`src/rtl/audio_level_meter.sv`:
```
// audio_level_meter
//   Turns a stream of 10-bit offset-binary ADC samples into a peak-hold
//   level and a lit-LED count, producing one result per window of WIN_LEN
//   samples.
//
//   Pipeline: magnitude about midscale -> window peak -> peak-hold with
//   exponential decay -> scale to 0..NUM_LEDS LEDs.
//
//   Optional build macro AUDIO_LEVEL_DC_TRACK_EN: when defined, the fixed
//   midscale (512) is replaced by a slowly tracked DC estimate. Ports are
//   identical in both builds.
//
// Ports
//   clk           system clock
//   reset_n       asynchronous active-low reset
//   sample_valid  single-cycle pulse, sample is valid this cycle
//   sample        unsigned offset-binary ADC code
//   level_valid   single-cycle strobe, level/led_count updated this cycle
//   level         held magnitude, 0..511
//   led_count     number of LEDs to light, 0..NUM_LEDS
//   busy          output FSM is not idle
//   overrun       sticky, a window closed while the FSM was busy
module audio_level_meter #(
  parameter int DATA_W      = 10,
  parameter int WIN_LEN     = 64,
  parameter int NUM_LEDS    = 30,
  parameter int LED_W       = 6,
  parameter int DECAY_SHIFT = 3
) (
  input  logic              clk,
  input  logic              reset_n,
  input  logic              sample_valid,
  input  logic [DATA_W-1:0] sample,
  output logic              level_valid,
  output logic [8:0]        level,
  output logic [LED_W-1:0]  led_count,
  output logic              busy,
  output logic              overrun
);

  localparam int CNT_W  = $clog2(WIN_LEN);
  localparam int PROD_W = 9 + LED_W;

  typedef enum logic [1:0] {WAIT, DECAY, SCALE, EMIT} state_t;

  state_t state, state_nx;

  // ---------------------------------------------------------------------
  // Magnitude about the midscale reference
  // ---------------------------------------------------------------------
  logic [DATA_W-1:0] mid;

`ifdef AUDIO_LEVEL_DC_TRACK_EN
  // dc holds the estimate with 6 fractional bits; first-order IIR, alpha=1/64.
  logic [15:0]        dc;
  logic signed [16:0] dc_err;

  assign mid    = dc[15:6];
  assign dc_err = $signed({1'b0, sample, 6'b0}) - $signed({1'b0, dc});

  always_ff @(posedge clk or negedge reset_n) begin
    if (!reset_n) begin
      dc <= 16'(512 << 6);
    end else if (sample_valid) begin
      dc <= dc + 16'(dc_err >>> 6);
    end
  end
`else
  assign mid = DATA_W'(1 << (DATA_W - 1));
`endif

  logic signed [DATA_W:0] centered;
  logic [DATA_W:0]        abs_c;
  logic [8:0]             mag;

  assign centered = $signed({1'b0, sample}) - $signed({1'b0, mid});
  assign abs_c    = centered[DATA_W] ? (DATA_W+1)'(-centered) : $unsigned(centered);
  assign mag      = (abs_c > (DATA_W+1)'(511)) ? 9'd511 : abs_c[8:0];

  // ---------------------------------------------------------------------
  // Window accumulator (independent of the output FSM)
  // ---------------------------------------------------------------------
  logic [CNT_W-1:0] win_cnt;
  logic [8:0]       win_peak;
  logic [8:0]       peak_nx;
  logic             win_close;

  assign peak_nx   = (mag > win_peak) ? mag : win_peak;
  assign win_close = sample_valid && (win_cnt == CNT_W'(WIN_LEN - 1));

  always_ff @(posedge clk or negedge reset_n) begin
    if (!reset_n) begin
      win_cnt  <= '0;
      win_peak <= '0;
    end else if (sample_valid) begin
      if (win_close) begin
        win_cnt  <= '0;
        win_peak <= '0;
      end else begin
        win_cnt  <= win_cnt + 1'b1;
        win_peak <= peak_nx;
      end
    end
  end

  // ---------------------------------------------------------------------
  // Output FSM: WAIT -> DECAY -> SCALE -> EMIT -> WAIT
  // ---------------------------------------------------------------------
  always_ff @(posedge clk or negedge reset_n) begin
    if (!reset_n) begin
      state <= WAIT;
    end else begin
      state <= state_nx;
    end
  end

  always_comb begin
    state_nx = state;
    case (state)
      WAIT:    if (win_close) state_nx = DECAY;
      DECAY:   state_nx = SCALE;
      SCALE:   state_nx = EMIT;
      EMIT:    state_nx = WAIT;
      default: state_nx = WAIT;
    endcase
  end

  assign busy = (state != WAIT);

  // ---------------------------------------------------------------------
  // Datapath registers
  // ---------------------------------------------------------------------
  logic [8:0]        snapshot;
  logic [8:0]        held;
  logic [LED_W-1:0]  cnt_q;
  logic [8:0]        decayed;
  logic [8:0]        held_nx;
  logic [PROD_W-1:0] prod;
  logic [PROD_W-1:0] cnt_full;
  logic [LED_W-1:0]  scaled;

  assign decayed  = held - (held >> DECAY_SHIFT);
  assign held_nx  = (snapshot > decayed) ? snapshot : decayed;
  assign prod     = PROD_W'(held) * PROD_W'(NUM_LEDS + 1);
  assign cnt_full = prod >> 9;
  assign scaled   = (cnt_full > PROD_W'(NUM_LEDS)) ? LED_W'(NUM_LEDS) : cnt_full[LED_W-1:0];

  // Outputs are registered on the EMIT->WAIT edge so level/led_count and
  // the strobe change together, three edges after the closing sample.
  always_ff @(posedge clk or negedge reset_n) begin
    if (!reset_n) begin
      snapshot    <= '0;
      held        <= '0;
      cnt_q       <= '0;
      level       <= '0;
      led_count   <= '0;
      level_valid <= 1'b0;
      overrun     <= 1'b0;
    end else begin
      level_valid <= 1'b0;
      if (win_close) begin
        if (state == WAIT) snapshot <= peak_nx;
        else               overrun  <= 1'b1;
      end
      case (state)
        DECAY: held <= held_nx;
        SCALE: cnt_q <= scaled;
        EMIT: begin
          level       <= held;
          led_count   <= cnt_q;
          level_valid <= 1'b1;
        end
        default: ;
      endcase
    end
  end

endmodule

```
`config.mk`:
```
export PLATFORM = sky130hd
export DESIGN_NAME = audio_level_meter
export DESIGN_NICKNAME = d
export VERILOG_FILES = /design/src/rtl/audio_level_meter.sv
export SDC_FILE = /design/constraint.sdc
export NUM_CORES = 1
export LEC_CHECK = 0
export ABC_AREA = 1
export BUFFER_PORTS_ARGS = -buffer_cell sky130_fd_sc_hd__buf_4
export CORE_AREA = 2 2 97 99
export DETAILED_ROUTE_END_ITERATION = 6
export DIE_AREA = 0 0 99 101
export PLACE_DENSITY = 0.7
export SYNTH_ARGS = -nofsm -noshare
export SYNTH_HDL_FRONTEND = slang
export SYNTH_SLANG_ARGS = --single-unit
```
`constraint.sdc`:
```
create_clock -name clk -period 6.59 [get_ports clk]
set_input_delay 0.3295 -clock clk [delete_from_list [all_inputs] [get_ports clk]]
set_output_delay 0.3295 -clock clk [all_outputs]
set_load 0.05 [all_outputs]
```
---- Word level (Yosys, flattened, before mapping) ----
Index checks and enable logic that the tools add are counted.
word-level totals
  bits of input ports ..................... 13
  latch bits .............................. 0
  ROM bits ................................ 0
  RAM bits ................................ 0
  output and inout port bits .............. 18
  logic and storage cells ................. 40
  memories ................................ 0
  register bits ........................... 58
operators by class
  div/mod/pow operators ................... 0
  bitwise logic cells ..................... 1
  multiplexer cells ....................... 10
  multiply operators ...................... 1
  magnitude comparators ................... 4
  reductions and logical operators ........ 5
  $add $sub $neg .......................... 4
  equality and inequality tests ........... 5
  shift operators ......................... 0
operators by type and width
  cell                      count
  $mux W9                   4
  $gt A9 B9 Y1              2
  $mul A9 B5 Y14 const B    1
  $gt A11 B9 Y1 const B     1
  $mux W11                  1
  $neg A11 Y11              1
  $sub A10 B10 Y11 const B  1
  $sub A9 B6 Y9             1
  $pmux W2 S4               1
  $add A6 B1 Y6 const B     1
  $eq A6 B6 Y1 const B      1
  $mux W6                   1
  $gt A5 B5 Y1 const B      1
  $mux W5                   1
  $eq A2 B2 Y1 const B      2
  $reduce_and A2 Y1         2
  $eq A2 B1 Y1 const B      1
  $logic_not A2 Y1          1
  $mux W2                   1
  $ne A2 B2 Y1 const B      1
  $reduce_bool A2 Y1        1
  $logic_and A1 B1 Y1       1
  $mux W1                   1
  $not A1 Y1                1

---- Depth between registers and ports, before layout ----
  depth in word-level cells ............... 8
  mapped depth ............................ 20
  depth with buffers taken out ............ 20

---- Worst setup path before layout ----
No wires, ideal clock.
  path kind ............................... reg2reg
  start ................................... register held[6]
  end ..................................... register cnt_q[0]
  arrival time ............................ 3300 ps
  path buffers ............................ 0
  stages on the path, launching flop included .. 21
  period minus slack after synthesis ...... 3416 ps
  required time ........................... 6474 ps
  library setup time ...................... 116 ps
  slack ................................... 3174 ps
  path through ............................ dfrtp_1 inv_1 fa_1 inv_1 fa_1 inv_1 fa_1 inv_1 ha_1 nand2_1 inv_1 nand2_1 nand2_1 inv_1 nand2_1 nand2_1 nand2_1 nor2_1 nand4_1 nand2_1 nand2_1
between the ends
  cells in the longest elaborated chain, start to end .. 3
RTL lines
  element                 line  source
  from (decl)             134   logic [8:0] held;
  from (signal assigned)  166   DECAY: held <= held_nx;
  $mul A9 B5 Y14 (*)      144   assign prod = PROD_W'(held) * PROD_W'(NUM_LEDS + 1);
  $gt A5 B5 Y1            146   assign scaled = (cnt_full > PROD_W'(NUM_LEDS)) ? LED_W'(NUM_LEDS) : cnt_full[LED_W-1:0];
  $mux W5 (*)             146
  to (signal assigned)    167   SCALE: cnt_q <= scaled;
  to (decl)               135   logic [LED_W-1:0] cnt_q;
Mark *: on every way between the ends. The rest lies on a longest branch, timed or not.
A chain may end at the register's enable or synchronous reset.

---- Final worst setup path ----
Ends and elaborated chain as after synthesis.

==> impl_metrics.csv <==
group,metric,value,unit
worst_setup_path,reg2reg_slack,2.74,ns
timing,fin_skew,0.005684,ns
timing,final_hold_viol_count,0,
grt,grt_pass1_vias,3830,
timing,period_needed,3.847,ns
worst_setup_path,start_kind,"flip-flop",
place,gp_congestion,0.9004,
worst_setup_path,reg2reg_from,"held[6]$_DFFE_PN0N_",
layout,drive_gt1_frac,0.09208,
clocking,post_cts_buffers,0,
yosys,ys_types,40,
yosys,synth_edf_count,0,
floorplan,row_count,35,
floorplan,ios,31,
timing,setup_viol,0,
yosys,synthArstFlopShare,1.000,
routing,wire_per_inst,13.43,um
worst_setup_path,worstPathMaxFanout,7,
floorplan,start_util,0.5132,
layout,fin_nets,704,
layout,diodes,0,
yosys,synth-seq-cells,56,
grt,grt_start_max_net_pins,57,
worst_setup_path,cp_cell_sequence,"inv_1, fa_1, inv_1, fa_1, inv_1, fa_1, inv_1, ha_1, nand2_1, nor2_1, nand3_1, nand3_1, nand2_1, nand2_1, nand4_1, nand2_1, nand2_1",
routing,first_iter_violations,216,
routing,ant_nets,0,
place,numPortBuffers,29,
clocking,cts_buffers,5,
timing,worst_pin_slew,0.9571,ns
worst_setup_path,worstPathArrival,4.07,ns
clocking,tritoncts,"built",
layout,areaGrowthSynthToFinish,8.446,%
yosys,yosysWarnings,0,
flow_run,maxCapViolCount,0,
grt,grtUsageTotal,0.2113,
worst_setup_path,crit_type,"reg -> reg",
yosys,syn-instance-count,592,
layout,layout_common_cells,"131 x nand2_1, 110 x inv_1, 56 x dfrtp_1",
floorplan,coreArea,0.008977,mm^2
timing,final.setup.tns,0,ns
timing,rsz0062_at_grt,"no",
timing,maxClockFrequency,259.9,MHz
routing,vias,3787,
run_status,status,"finished, final reports clean",
clocking,cts_root_buffer,"clkbuf_8",
yosys,synth_area,0.004607,mm^2
floorplan,dieArea,0.009999,mm^2
routing,drc,0,
timing,finalMaxSlewViolations,0,
grt,grt_antenna_before_repair,0,
worst_setup_path,required,6.81,ns
yosys,synthTopCellsByArea,"dfrtp_1 30%, ha_1 14%, nand2_1 11%",
worst_setup_path,worst-path-buf-inv,4,
timing,slew_headroom,0.3619,
worst_setup_path,crit_family,"adder cells",
worst_setup_path,end_kind,"flip-flop",
worst_setup_path,crit_cells,17,
clocking,clk_latency,0.32,ns
worst_setup_path,crit_top_cell,"nand2_1",
clocking,ctsHoldBuffers,0,
clocking,h-tree-depth,2,
clocking,clk_pin_slew_worst_paths,0.11,ns
worst_setup_path,rr_endpoint,"cnt_q[0]$_DFFE_PN0P_",
yosys,synth_nets,678,
routing,first_pass_iters,4,
routing,routed_wl,9804,um
yosys,synth_flop_cell,"dfrtp_1",
yosys,post-synth-top-area-cell,"dfrtp_1",
grt,grt_pass1_wl,17100,um
clocking,cts_buffer_depth,2,
yosys,syn_avg_cell_area,7.782,um^2
yosys,synth_top_area_frac,0.3042,
floorplan,die_w,99,um
place,dp_hpwl,7886,um
worst_setup_path,critPathMaxStageDelay,0.57,ns
floorplan,die_h,101,um
timing,period_share,0.5838,
min_path,hp-class,"in -> async",
yosys,seq_area_frac_synth,0.3042,
clocking,cts.sinks,56,
worst_setup_path,cpMaxStageDelayCell,"dfrtp_1",
grt,grt_overflow,0,
layout,mostFrequentLayoutCell,"nand2_1",
clocking,cts_resized,0,
routing,routed_via_density,5.188,
worst_setup_path,reg2reg_depth,17,
==> through the flow <==
step | utilization | cell area [um^2] | std cells | worst slack, ns | hold WS (ns)
after floorplan | - | 4607 | 592 | 3.174 | 0.03391
after global placement | 0.5456 | 4898 | 722 | 2.875 | 0.4344
after detailed placement | 0.5456 | 4898 | 722 | 2.768 | 0.4356
after CTS | 0.5565 | 4996 | 730 | 2.725 | 0.06921
after global routing | 0.5565 | 4996 | 730 | 2.467 | 0.1069
final | 0.5565 | 4996 | 730 | 2.743 | 0.04879
==> synth_stat cells (3+ instances only) <==
library cell    n
nand3b_1        4
o21ai_2         3
o211ai_1        4
mux2_2          4
nand2_2         3
nor3_1          3
nand4_1        11
ha_1           53
o21ai_0        23
o22ai_1         5
a21oi_1        33
a31oi_1         3
clkbuf_1        4
buf_4           3
xor2_1          7
fa_1           20
xnor2_1         3
o21a_1          3
inv_1         110
o21ai_1        11
nand3_1        21
nand2_1       131
nor2_1         53
dfrtp_1        56
==> worst reg2reg max path, cell delays in order, from the launching register on <==
cell     delay, ns
dfrtp_1       0.57
inv_1         0.27
fa_1          0.54
inv_1         0.05
fa_1          0.49
inv_1         0.05
fa_1          0.50
inv_1         0.05
ha_1          0.31
nand2_1       0.09
nor2_1        0.15
nand3_1       0.14
nand3_1       0.12
nand2_1       0.05
nand2_1       0.13
nand4_1       0.11
nand2_1       0.07
nand2_1       0.05
==> cell families after synthesis <==
group	share of synthesized area
buffers and inverters	0.1075
adder cells (fa/ha/maj)	0.2309
flip-flops	0.3042
other	0.0008140
multiplexers	0.009777
AO/OA/AOI/OAI	0.1076
XOR/XNOR	0.01901
AND/OR/NAND/NOR	0.2203
==> state kept, by name (all words and copies together) (netlist names) <==
signal and flops:
overrun 1, level_valid 1, win_peak 9, led_count 5
held 9, snapshot 9, cnt_q 5, win_cnt 6
state 2, level 9
==> worst max-delay path by stage <==
stage | from | endpoint | slack [ns]
3_5_place_dp | held[6]$_DFFE_PN0N_ | cnt_q[0]$_DFFE_PN0P_ | 2.77
4_1_cts | held[6]$_DFFE_PN0N_ | cnt_q[0]$_DFFE_PN0P_ | 2.72
3_3_place_gp | held[6]$_DFFE_PN0N_ | cnt_q[0]$_DFFE_PN0P_ | 2.87
5_1_grt | held[6]$_DFFE_PN0N_ | cnt_q[0]$_DFFE_PN0P_ | 2.47
2_1_floorplan | held[6]$_DFFE_PN0N_ | cnt_q[0]$_DFFE_PN0P_ | 3.17
6_report | held[6]$_DFFE_PN0N_ | cnt_q[0]$_DFFE_PN0P_ | 2.74
==> layout make-up <==
| type | count | area [um^2] |
|---|---|---|
| Clock buffer | 5 | 68.82 |
| Clock inverter | 3 | 28.78 |
| Fill cell | 838 | 3981 |
| Inverter | 114 | 430.4 |
| Multi-Input combinational cell | 412 | 2710 |
| Sequential cell | 56 | 1401 |
| Tap cell | 111 | 138.9 |
| Timing Repair Buffer | 29 | 217.7 |
==> per-layer routing <==
| metal | share of wire | GRT usage | wire length (um) | up-vias |
|---|---|---|---|---|
| met5 | 0 | 0 | 0 | - |
| met4 | 0.027 | 0.06955 | 266 | 0 |
| met3 | 0.021 | 0.02358 | 206 | 19 |
| met2 | 0.49 | 0.3805 | 4791 | 61 |
| met1 | 0.46 | 0.2653 | 4539 | 1782 |
| li1 | - | - | - | 1925 |
Power is left out: the tool's default activity adds up to more than one toggle a clock period on the data nets, which glitch-free logic cannot reach.
